## config.mk

```make
export PLATFORM = sky130hd
export DESIGN_NAME = text_wr_sched_flat
export DESIGN_NICKNAME = d
export VERILOG_FILES = /design/src/rtl/text_wr_sched_if.sv /design/src/rtl/text_wr_sched.sv /design/src/flat_wrapper.sv
export SDC_FILE = /design/constraint.sdc
export NUM_CORES = 1
export LEC_CHECK = 0
export BUFFER_PORTS_ARGS = -buffer_cell sky130_fd_sc_hd__buf_2
export CORE_ASPECT_RATIO = 1.25
export CORE_UTILIZATION = 35
export CTS_BUF_LIST = sky130_fd_sc_hd__clkbuf_8 sky130_fd_sc_hd__clkbuf_16
export DETAILED_ROUTE_END_ITERATION = 7
export GPL_TIMING_DRIVEN = 0
export PLACE_DENSITY = 0.61
export SLEW_MARGIN = 20
export SYNTH_ARGS = -nofsm -noshare
export SYNTH_HDL_FRONTEND = slang
export SYNTH_SLANG_ARGS = --single-unit
export TNS_END_PERCENT = 5
```

## constraint.sdc

```tcl
create_clock -name clk -period 3.5 [get_ports clk]
set_clock_uncertainty 0.15 [all_clocks]
set_input_delay 0.175 -clock clk [delete_from_list [all_inputs] [get_ports clk]]
set_output_delay 0.175 -clock clk [all_outputs]
set_load 0.02 [all_outputs]
```

## src/rtl/text_wr_sched_if.sv

```systemverilog
// Handshake and display-RAM write bundle for text_wr_sched.
// master = character sources / display side, slave = the scheduler.
interface text_wr_sched_if;
  logic        kb_valid;
  logic [7:0]  kb_ascii;
  logic        kb_ready;
  logic        hs_valid;
  logic [7:0]  hs_ascii;
  logic        hs_ready;
  logic        clr_req;
  logic        vm_wren;
  logic [11:0] vm_waddr;
  logic [7:0]  vm_wdata;
  logic [11:0] cursor;
  logic        busy;

  modport master (
    output kb_valid, kb_ascii, hs_valid, hs_ascii, clr_req,
    input  kb_ready, hs_ready, vm_wren, vm_waddr, vm_wdata, cursor, busy
  );

  modport slave (
    input  kb_valid, kb_ascii, hs_valid, hs_ascii, clr_req,
    output kb_ready, hs_ready, vm_wren, vm_waddr, vm_wdata, cursor, busy
  );
endinterface

```

## src/rtl/text_wr_sched.sv

```systemverilog
// Write-side scheduler for the 70x30 text RAM: kb/host arbitration, control codes, full clear.
// HOST_PRIO_EN: when defined, the host stream always wins over the keyboard (no round-robin).
module text_wr_sched #(
  parameter int unsigned COLS     = 70,
  parameter int unsigned ROWS     = 30,
  parameter logic [7:0]  CLR_CHAR = 8'h20
) (
  input  logic            clk,
  input  logic            reset,
  text_wr_sched_if.slave  bus
);

  localparam logic [6:0] LAST_COL = 7'(COLS - 1);
  localparam logic [4:0] LAST_ROW = 5'(ROWS - 1);

  typedef enum logic [1:0] {IDLE = 2'd0, EXEC = 2'd1, CLEAR = 2'd2} state_t;

  typedef struct packed {
    logic        wr;
    logic [11:0] addr;
    logic [7:0]  data;
  } wr_t;

  function automatic logic [11:0] step_fwd(input logic [11:0] pos);
    logic [6:0] c;
    logic [4:0] r;
    c = pos[11:5];
    r = pos[4:0];
    if (c == LAST_COL) begin
      c = 7'd0;
      r = (r == LAST_ROW) ? 5'd0 : r + 5'd1;
    end else begin
      c = c + 7'd1;
    end
    return {c, r};
  endfunction

  function automatic logic [11:0] next_cursor(input logic [7:0] ch, input logic [11:0] pos);
    logic [11:0] n;
    n = pos;
    if (ch >= 8'h20 && ch <= 8'h7E) begin
      n = step_fwd(pos);
    end else if (ch == 8'h0D) begin
      n = {7'd0, (pos[4:0] == LAST_ROW) ? 5'd0 : pos[4:0] + 5'd1};
    end else if (ch == 8'h08) begin
      if (pos[11:5] != 7'd0) begin
        n = {pos[11:5] - 7'd1, pos[4:0]};
      end else if (pos[4:0] != 5'd0) begin
        n = {LAST_COL, pos[4:0] - 5'd1};
      end else begin
        n = pos;
      end
    end else begin
      n = pos;
    end
    return n;
  endfunction

  // Backspace writes at the cell it moves onto; printables write at the current cell.
  function automatic wr_t write_for(input logic [7:0] ch, input logic [11:0] pos);
    wr_t w;
    w.wr   = 1'b0;
    w.addr = pos;
    w.data = ch;
    if (ch >= 8'h20 && ch <= 8'h7E) begin
      w.wr = 1'b1;
    end else if (ch == 8'h08 && pos != 12'd0) begin
      w.wr   = 1'b1;
      w.addr = next_cursor(ch, pos);
      w.data = CLR_CHAR;
    end else begin
      w.wr = 1'b0;
    end
    return w;
  endfunction

  state_t      state_q, state_d;
  logic        pend_q, pend_d;
  logic [7:0]  char_q, char_d;
  logic [11:0] cursor_q, cursor_d;
  logic        wren_q, wren_d;
  logic [11:0] waddr_q, waddr_d;
  logic [7:0]  wdata_q, wdata_d;
`ifdef HOST_PRIO_EN
`else
  logic        pref_hs_q, pref_hs_d;
`endif

  logic        idle_free_s;
  logic        pick_hs_s;
  logic        kb_grant_s;
  logic        hs_grant_s;
  logic [7:0]  sel_char_s;
  wr_t         grant_wr_s;

  // Source selection and combinational ready
  always_comb begin
    idle_free_s = (state_q == IDLE) && !pend_q;
`ifdef HOST_PRIO_EN
    pick_hs_s   = bus.hs_valid;
`else
    pick_hs_s   = bus.hs_valid && (!bus.kb_valid || pref_hs_q);
`endif
    kb_grant_s  = idle_free_s && bus.kb_valid && !pick_hs_s;
    hs_grant_s  = idle_free_s && pick_hs_s;
    sel_char_s  = pick_hs_s ? bus.hs_ascii : bus.kb_ascii;
    grant_wr_s  = write_for(sel_char_s, cursor_q);
  end

  // Next-state, write-port and cursor logic
  always_comb begin
    state_d   = state_q;
    pend_d    = pend_q | bus.clr_req;
    char_d    = char_q;
    cursor_d  = cursor_q;
    wren_d    = 1'b0;
    waddr_d   = waddr_q;
    wdata_d   = wdata_q;
`ifdef HOST_PRIO_EN
`else
    pref_hs_d = pref_hs_q;
`endif
    case (state_q)
      IDLE: begin
        if (pend_q) begin
          state_d = CLEAR;
          pend_d  = bus.clr_req;
          wren_d  = 1'b1;
          waddr_d = 12'd0;
          wdata_d = CLR_CHAR;
        end else if (kb_grant_s || hs_grant_s) begin
          state_d = EXEC;
          char_d  = sel_char_s;
          wren_d  = grant_wr_s.wr;
          waddr_d = grant_wr_s.addr;
          wdata_d = grant_wr_s.data;
`ifdef HOST_PRIO_EN
`else
          pref_hs_d = !pick_hs_s;
`endif
        end else begin
          state_d = IDLE;
        end
      end
      EXEC: begin
        state_d  = IDLE;
        cursor_d = next_cursor(char_q, cursor_q);
      end
      CLEAR: begin
        // The cell on the bus this cycle is the one just issued; stop after the last one.
        if (waddr_q == {LAST_COL, LAST_ROW}) begin
          state_d  = IDLE;
          cursor_d = 12'd0;
          wren_d   = 1'b0;
        end else begin
          wren_d   = 1'b1;
          waddr_d  = step_fwd(waddr_q);
          wdata_d  = CLR_CHAR;
        end
      end
      default: begin
        state_d = IDLE;
      end
    endcase
  end

  // State and output registers
  always_ff @(posedge clk or posedge reset) begin
    if (reset) begin
      state_q   <= IDLE;
      pend_q    <= 1'b0;
      char_q    <= 8'd0;
      cursor_q  <= 12'd0;
      wren_q    <= 1'b0;
      waddr_q   <= 12'd0;
      wdata_q   <= 8'd0;
`ifdef HOST_PRIO_EN
`else
      pref_hs_q <= 1'b0;
`endif
    end else begin
      state_q   <= state_d;
      pend_q    <= pend_d;
      char_q    <= char_d;
      cursor_q  <= cursor_d;
      wren_q    <= wren_d;
      waddr_q   <= waddr_d;
      wdata_q   <= wdata_d;
`ifdef HOST_PRIO_EN
`else
      pref_hs_q <= pref_hs_d;
`endif
    end
  end

  assign bus.kb_ready = kb_grant_s;
  assign bus.hs_ready = hs_grant_s;
  assign bus.vm_wren  = wren_q;
  assign bus.vm_waddr = waddr_q;
  assign bus.vm_wdata = wdata_q;
  assign bus.cursor   = cursor_q;
  assign bus.busy     = (state_q != IDLE) | pend_q;

endmodule

```

## src/flat_wrapper.sv

```systemverilog
// flat-port wrapper written by rule: the top's interface ports become plain ports
module text_wr_sched_flat 
#(
  parameter int unsigned COLS     = 70,
  parameter int unsigned ROWS     = 30,
  parameter logic [7:0]  CLR_CHAR = 8'h20
)
  (clk, reset, bus_kb_valid, bus_kb_ascii, bus_hs_valid, bus_hs_ascii, bus_clr_req, bus_kb_ready, bus_hs_ready, bus_vm_wren, bus_vm_waddr, bus_vm_wdata, bus_cursor, bus_busy);
  text_wr_sched_if bus_i ();
  input  logic clk;
  input  logic reset;
  input wire logic [$bits(bus_i.kb_valid)-1:0] bus_kb_valid;
  input wire logic [$bits(bus_i.kb_ascii)-1:0] bus_kb_ascii;
  input wire logic [$bits(bus_i.hs_valid)-1:0] bus_hs_valid;
  input wire logic [$bits(bus_i.hs_ascii)-1:0] bus_hs_ascii;
  input wire logic [$bits(bus_i.clr_req)-1:0] bus_clr_req;
  output wire logic [$bits(bus_i.kb_ready)-1:0] bus_kb_ready;
  output wire logic [$bits(bus_i.hs_ready)-1:0] bus_hs_ready;
  output wire logic [$bits(bus_i.vm_wren)-1:0] bus_vm_wren;
  output wire logic [$bits(bus_i.vm_waddr)-1:0] bus_vm_waddr;
  output wire logic [$bits(bus_i.vm_wdata)-1:0] bus_vm_wdata;
  output wire logic [$bits(bus_i.cursor)-1:0] bus_cursor;
  output wire logic [$bits(bus_i.busy)-1:0] bus_busy;
  assign bus_i.kb_valid = bus_kb_valid;
  assign bus_i.kb_ascii = bus_kb_ascii;
  assign bus_i.hs_valid = bus_hs_valid;
  assign bus_i.hs_ascii = bus_hs_ascii;
  assign bus_i.clr_req = bus_clr_req;
  assign bus_kb_ready = bus_i.kb_ready;
  assign bus_hs_ready = bus_i.hs_ready;
  assign bus_vm_wren = bus_i.vm_wren;
  assign bus_vm_waddr = bus_i.vm_waddr;
  assign bus_vm_wdata = bus_i.vm_wdata;
  assign bus_cursor = bus_i.cursor;
  assign bus_busy = bus_i.busy;
  text_wr_sched #(.COLS(COLS), .ROWS(ROWS), .CLR_CHAR(CLR_CHAR)) u_core (.clk(clk), .reset(reset), .bus(bus_i));
endmodule
```

# After elaboration in Yosys (flattened, before gate mapping)
# Cells that the tools add are included.
[classes] addsub=6 n_lt_le_gt_ge=4 n_eq_ne=17 n_mux=38 n_bitwise=3 n_reduce_logical=25
[ops] op="12-bit two-way mux" count=11
[ops] op="12-bit case mux with 2 select lines" count=2
[ops] op="20-bit two-way mux" count=2
[ops] op="8-bit by 4-bit equality test with 1-bit output, second input constant" count=4
[ops] op="8-bit two-way mux" count=4
[ops] op="5-bit two-way mux" count=4
[ops] op="8-bit by 6-bit greater-or-equal comparator with 1-bit output, second input constant" count=2
[ops] op="8-bit by 7-bit <= comparator with 1-bit output, second input constant" count=2
[ops] op="8-bit case mux with 2 select lines" count=1
[ops] op="7-bit by 1-bit adder with 7-bit output, second input constant" count=2
[ops] op="7-bit equality test, second input constant" count=2
[ops] op="7-bit two-way mux" count=2
[ops] op="12-bit equality test, second input constant" count=1
[ops] op="12-bit nonzero test" count=1
[ops] op="5-bit by 1-bit adder with 5-bit output, second input constant" count=2
[ops] op="5-bit equality test, second input constant" count=2
[ops] op="3-bit AND reduction" count=3
[ops] op="1-bit logical AND" count=8
[ops] op="1-bit two-way mux" count=8
[ops] op="4-bit AND reduction" count=2
[ops] op="7-bit nonzero test" count=1
[ops] op="7-bit by 1-bit subtractor with 7-bit output, second input constant" count=1
[ops] op="3-bit by 2-bit inequality test with 1-bit output, second input constant" count=2
[ops] op="2-bit nonzero test" count=3
[ops] op="15 further kinds" count=21
[word_totals] reg_bits=45 output_inout_bits=36

# Depth between registers and ports, before layout
[depth] depth_word=12 depth_mapped=11 ltp_nobuf=10

# Least setup slack after synthesis
# Ideal clock, no wire load.
[synth_path] path_type="register -> register" from="register u_core.cursor_q[0] (netlist: u_core.bus.cursor[0])" to="register u_core.wdata_q[1] (netlist: u_core.bus.vm_wdata[1])" setup_ns=0.095 arrival_ns=2.135 t_required_ns=3.255 slack_ns=1.120 stages_incl_launch_ff=9 path_buffers=1 period_less_slack_ns=2.380 cell_sequence="dfrtp_1 inv_1 ha_1 nor4b_2 nand4b_1 o21ai_1 buf_2 nand2_1 o31ai_1"
[synth_via] elab_chain_len=7
[synth_rtl] item="start, declared" line_no="text_wr_sched.sv:80" rtl="logic [11:0] cursor_q, cursor_d;"
[synth_rtl] item="start signal, assigned" line_no="text_wr_sched.sv:185" rtl="cursor_q <= cursor_d;"
[synth_rtl] item="12-bit nonzero test" line_no="text_wr_sched.sv:67" rtl="end else if (ch == 8'h08 && pos != 12'd0) begin"
[synth_rtl] item="1-bit logical AND" line_no="text_wr_sched.sv:67"
[synth_rtl] item="20-bit two-way mux" line_no="text_wr_sched.sv:67"
[synth_rtl] item="20-bit two-way mux" line_no="text_wr_sched.sv:65" rtl="if (ch >= 8'h20 && ch <= 8'h7E) begin"
[synth_rtl] item="8-bit two-way mux" line_no="text_wr_sched.sv:131" rtl="end else if (kb_grant_s || hs_grant_s) begin"
[synth_rtl] item="8-bit two-way mux" line_no="text_wr_sched.sv:125" rtl="if (pend_q) begin"
[synth_rtl] item="8-bit case mux with 2 select lines" line_no="text_wr_sched.sv:123" rtl="case (state_q)"
[synth_rtl] item="end signal, assigned" line_no="text_wr_sched.sv:188" rtl="wdata_q <= wdata_d;"
[synth_rtl] item="end, declared" line_no="text_wr_sched.sv:83" rtl="logic [7:0] wdata_q, wdata_d;"
# No other way between the ends. The select of a mux whose other input is x is not followed.
# A chain may end at the register's enable or synchronous reset.

# Worst setup path after layout
[layout_path] from="register u_core.cursor_q[0] (netlist: u_core.bus.cursor[0])" to="register u_core.wdata_q[4] (netlist: u_core.bus.vm_wdata[4])"
# The elaborated chain is that of the path after synthesis.

==> results by group <==
Status
  • Outcome: completed

Power
  • Peak VDD IR: 0.3438 mV
  • Power per standard cell area: 976.5 nW/um^2
  • Leak: 1.784 nW

Worst setup path
  • Crit-path slowest cell: nor4b_2
  • Slowest stage delay, CP: 520 ps
  • WP data required: 3540 ps
  • Startpoint Class: flop
  • CP endpoint kind: flop
  • Critical Path AT: 2910 ps
  • Critical Path Fanout Max: 10
  • WS Path Type: flop to flop
  • CP cell instances: inv_1 -> ha_1 -> nor4b_2 -> nand4b_1 -> o21ai_1 -> buf_2 -> nand2_1 -> o31ai_1

CTS
  • Worst-Skew Late Latency: 280 ps
  • TritonCTS clock tree: built
  • # Post-CTS Setup Buffers: 0
  • Clock Path Buffers: 2
  • TritonCTS Buffers: 5
  • Clock-pin slew on the worst setup and hold paths: 60 ps
  • Clk sinks: 45
  • CTS root buffer: clkbuf_16
  • Post-CTS Hold Buffers: 2
  • H-tree level count: 2
  • Resized Gates After CTS: 0

Floorplan
  • Width of the die: 88.83 um
  • Initial Util: 36.14%
  • DIE AREA: 9818 um^2
  • Row cnt: 39
  • IO Pins: 57
  • Die height: 110.5 um
  • Total core area: 9125 um^2

Routing
  • Post-DR wirelength/cell: 16.57 um
  • Drt pass-1 iters: 4
  • Post-route DRC violation count: 0
  • Initial DRC count: 228
  • Vias per cell: 5.710
  • Antenna viol nets, final: 0
  • Final WL: 9315 um
  • Vias post-DR: 3209

Timing
  • Fmax: 348.0 MHz
  • RSZ-0062 raised after global routing: false
  • Slew at the pin with the worst max-slew slack: 851.7 ps
  • Final hold vios: 0
  • Final min period: 2874 ps
  • Final setup fails: 0
  • Final period util: 82.10%
  • Slew HR: 42.47%
  • Final Max Slew Viols: 0
  • Final setup TNS: 0 ps

Logic synthesis
  • Mapped cell area: 3298 um^2
  • Ys Warns: 0
  • Async S/R FF share, synth: 100.0%
  • Syn Nets: 407
  • Area contributors post-synth: dfrtp_1 34%, o21ai_0 5.5%, ha_1 5.3%
  • Yosys top cell area share: 34.14%
  • Syn Area/Cell: 8.866 um^2
  • Area leader, netlist: dfrtp_1
  • Top cells by count, synth: 45 x dfrtp_1, 39 x nand2_1, 36 x o21ai_0, 25 x nor2_1, 17 x a21oi_1
  • Syn Inst Count: 372
  • Post-synth top flop: dfrtp_1
  • Cell with the most instances after synthesis: dfrtp_1
  • EDFF count, synth: 0
  • Synth cell types: 70
  • Seq/Total Area, Yosys: 34.14%
  • Post-synthesis register bit count: 45

Placement
  • Port bufs: 56
  • Routability Congestion: 0.8495
  • Detailed-placement wirelength estimate: 7186 um
  • DP Cell Count: 552

Finish
  • Final std cells w/o fill: 562
  • Nets: 473
  • Layout cell share with drive strength beyond 1: 23.23%
  • Layout area overhead: 19.73%
  • Diode count: 0

Global routing
  • Global-route wire length before repair: 15300 um
  • Initial antenna violation count: 0
  • Global route total overflow: 0
  • Number of global-route vias before repair: 3143
  • GRT Util Overall: 19.83%
  • Pin count of the biggest net entering global routing: 29

Job
  • Max Cap Viol: 0

Worst hold path
  • Hold crit path type: primary input to flop
==> cells in the final DEF (no fill, tap or decap), drive strengths merged, types with 16 or more instances in the layout <==
cell and count:
o21ai 44, mux2i 16, nor2 25, buf 66
dfrtp 45, a21oi 17, nand2 39, inv 16
==> registers in the layout (all words and copies together), names as in the netlist <==
register and cells:
u_core.bus.vm_wren 1, u_core.pend_q 1, u_core.bus.vm_wdata 8, u_core.char_q 8, u_core.bus.vm_waddr 12, u_core.state_q 2
u_core.pref_hs_q 1, u_core.bus.cursor 12
==> per-stage QoR <==
stage          worst slack (ps)  util (%)  total power, mW  area, um^2  hold slack (ps)
3_3_place_gp              780.3     40.90            3.259        3732            203.8
2_1_floorplan              1120         -            2.638        3298            117.3
6_report                  626.4     43.27            3.856        3949            51.99
3_5_place_dp              670.1     41.12            3.301        3752            46.66
4_1_cts                   641.8     43.27            3.879        3949            45.17
5_1_grt                   357.2     43.27            4.205        3949            71.96
==> power by group <==
group	internal (mW)	switching (mW)
logic	0.854	1.47
clock network	0.356	0.200
registers	0.743	0.237
==> layout make-up <==
type / count / area [um^2]
timing repair buffer: 59 / 320.3
inverter: 16 / 60.06
buffer: 17 / 92.59
tap: 123 / 153.9
clock inverter: 2 / 37.54
multi-input combinational: 294 / 2019
sequential: 45 / 1126
fill: 946 / 5176
clock buffer: 6 / 138.9
==> cells by family (layout without fill, tap and decap cells) <==
group,after synthesis,after routing,share of synthesized area (%)
flip-flops,45,45,34.14
buffers and inverters,33,100,4.628
XOR/XNOR,8,8,2.124
AO/OA/AOI/OAI,125,125,27.01
AND/OR/NAND/NOR,129,129,21.24
multiplexers,18,18,5.539
adder cells (fa/ha/maj),14,14,5.311
==> critical path: cells and delay by family (launching register included) <==
kind                       cells  cell delay (ps)
and+or+nand+nor                3              940
buffers and inverters          2              450
adders and majority gates      1              170
AOI/OAI and AO/OA              2              580
DFF                            1              490
==> worst paths after layout <==
| path | cells past startpoint | to | start | slack (ps) |
|---|---|---|---|---|
| setup / recovery | 8 | u_core.bus.vm_wdata[4] | u_core.bus.cursor[0] | 630 |
| hold / removal | 3 | u_core.pref_hs_q | bus_kb_valid | 50 |
| setup reg to reg | 8 | u_core.bus.vm_wdata[4] | u_core.bus.cursor[0] | 630 |
| hold reg to reg | 2 | u_core.bus.vm_wdata[1] | u_core.bus.vm_wdata[1] | 330 |
| max in group asynchronous | 4 | u_core.bus.vm_waddr[11] | reset | 2440 |
| min in group asynchronous | 3 | u_core.char_q[4] | reset | 270 |
==> routing by layer <==
layer | global-route usage, % | part of all wire (%) | up-vias | wire (um)
met5 | 0 | 0 | - | 0
li1 | - | - | 1528 | -
met2 | 33.79 | 51 | 99 | 4743
met1 | 24.81 | 42 | 1564 | 3946
met4 | 7.097 | 2.3 | 0 | 210
met3 | 3.064 | 4.4 | 18 | 414
Power figures use the tool's default switching activity.
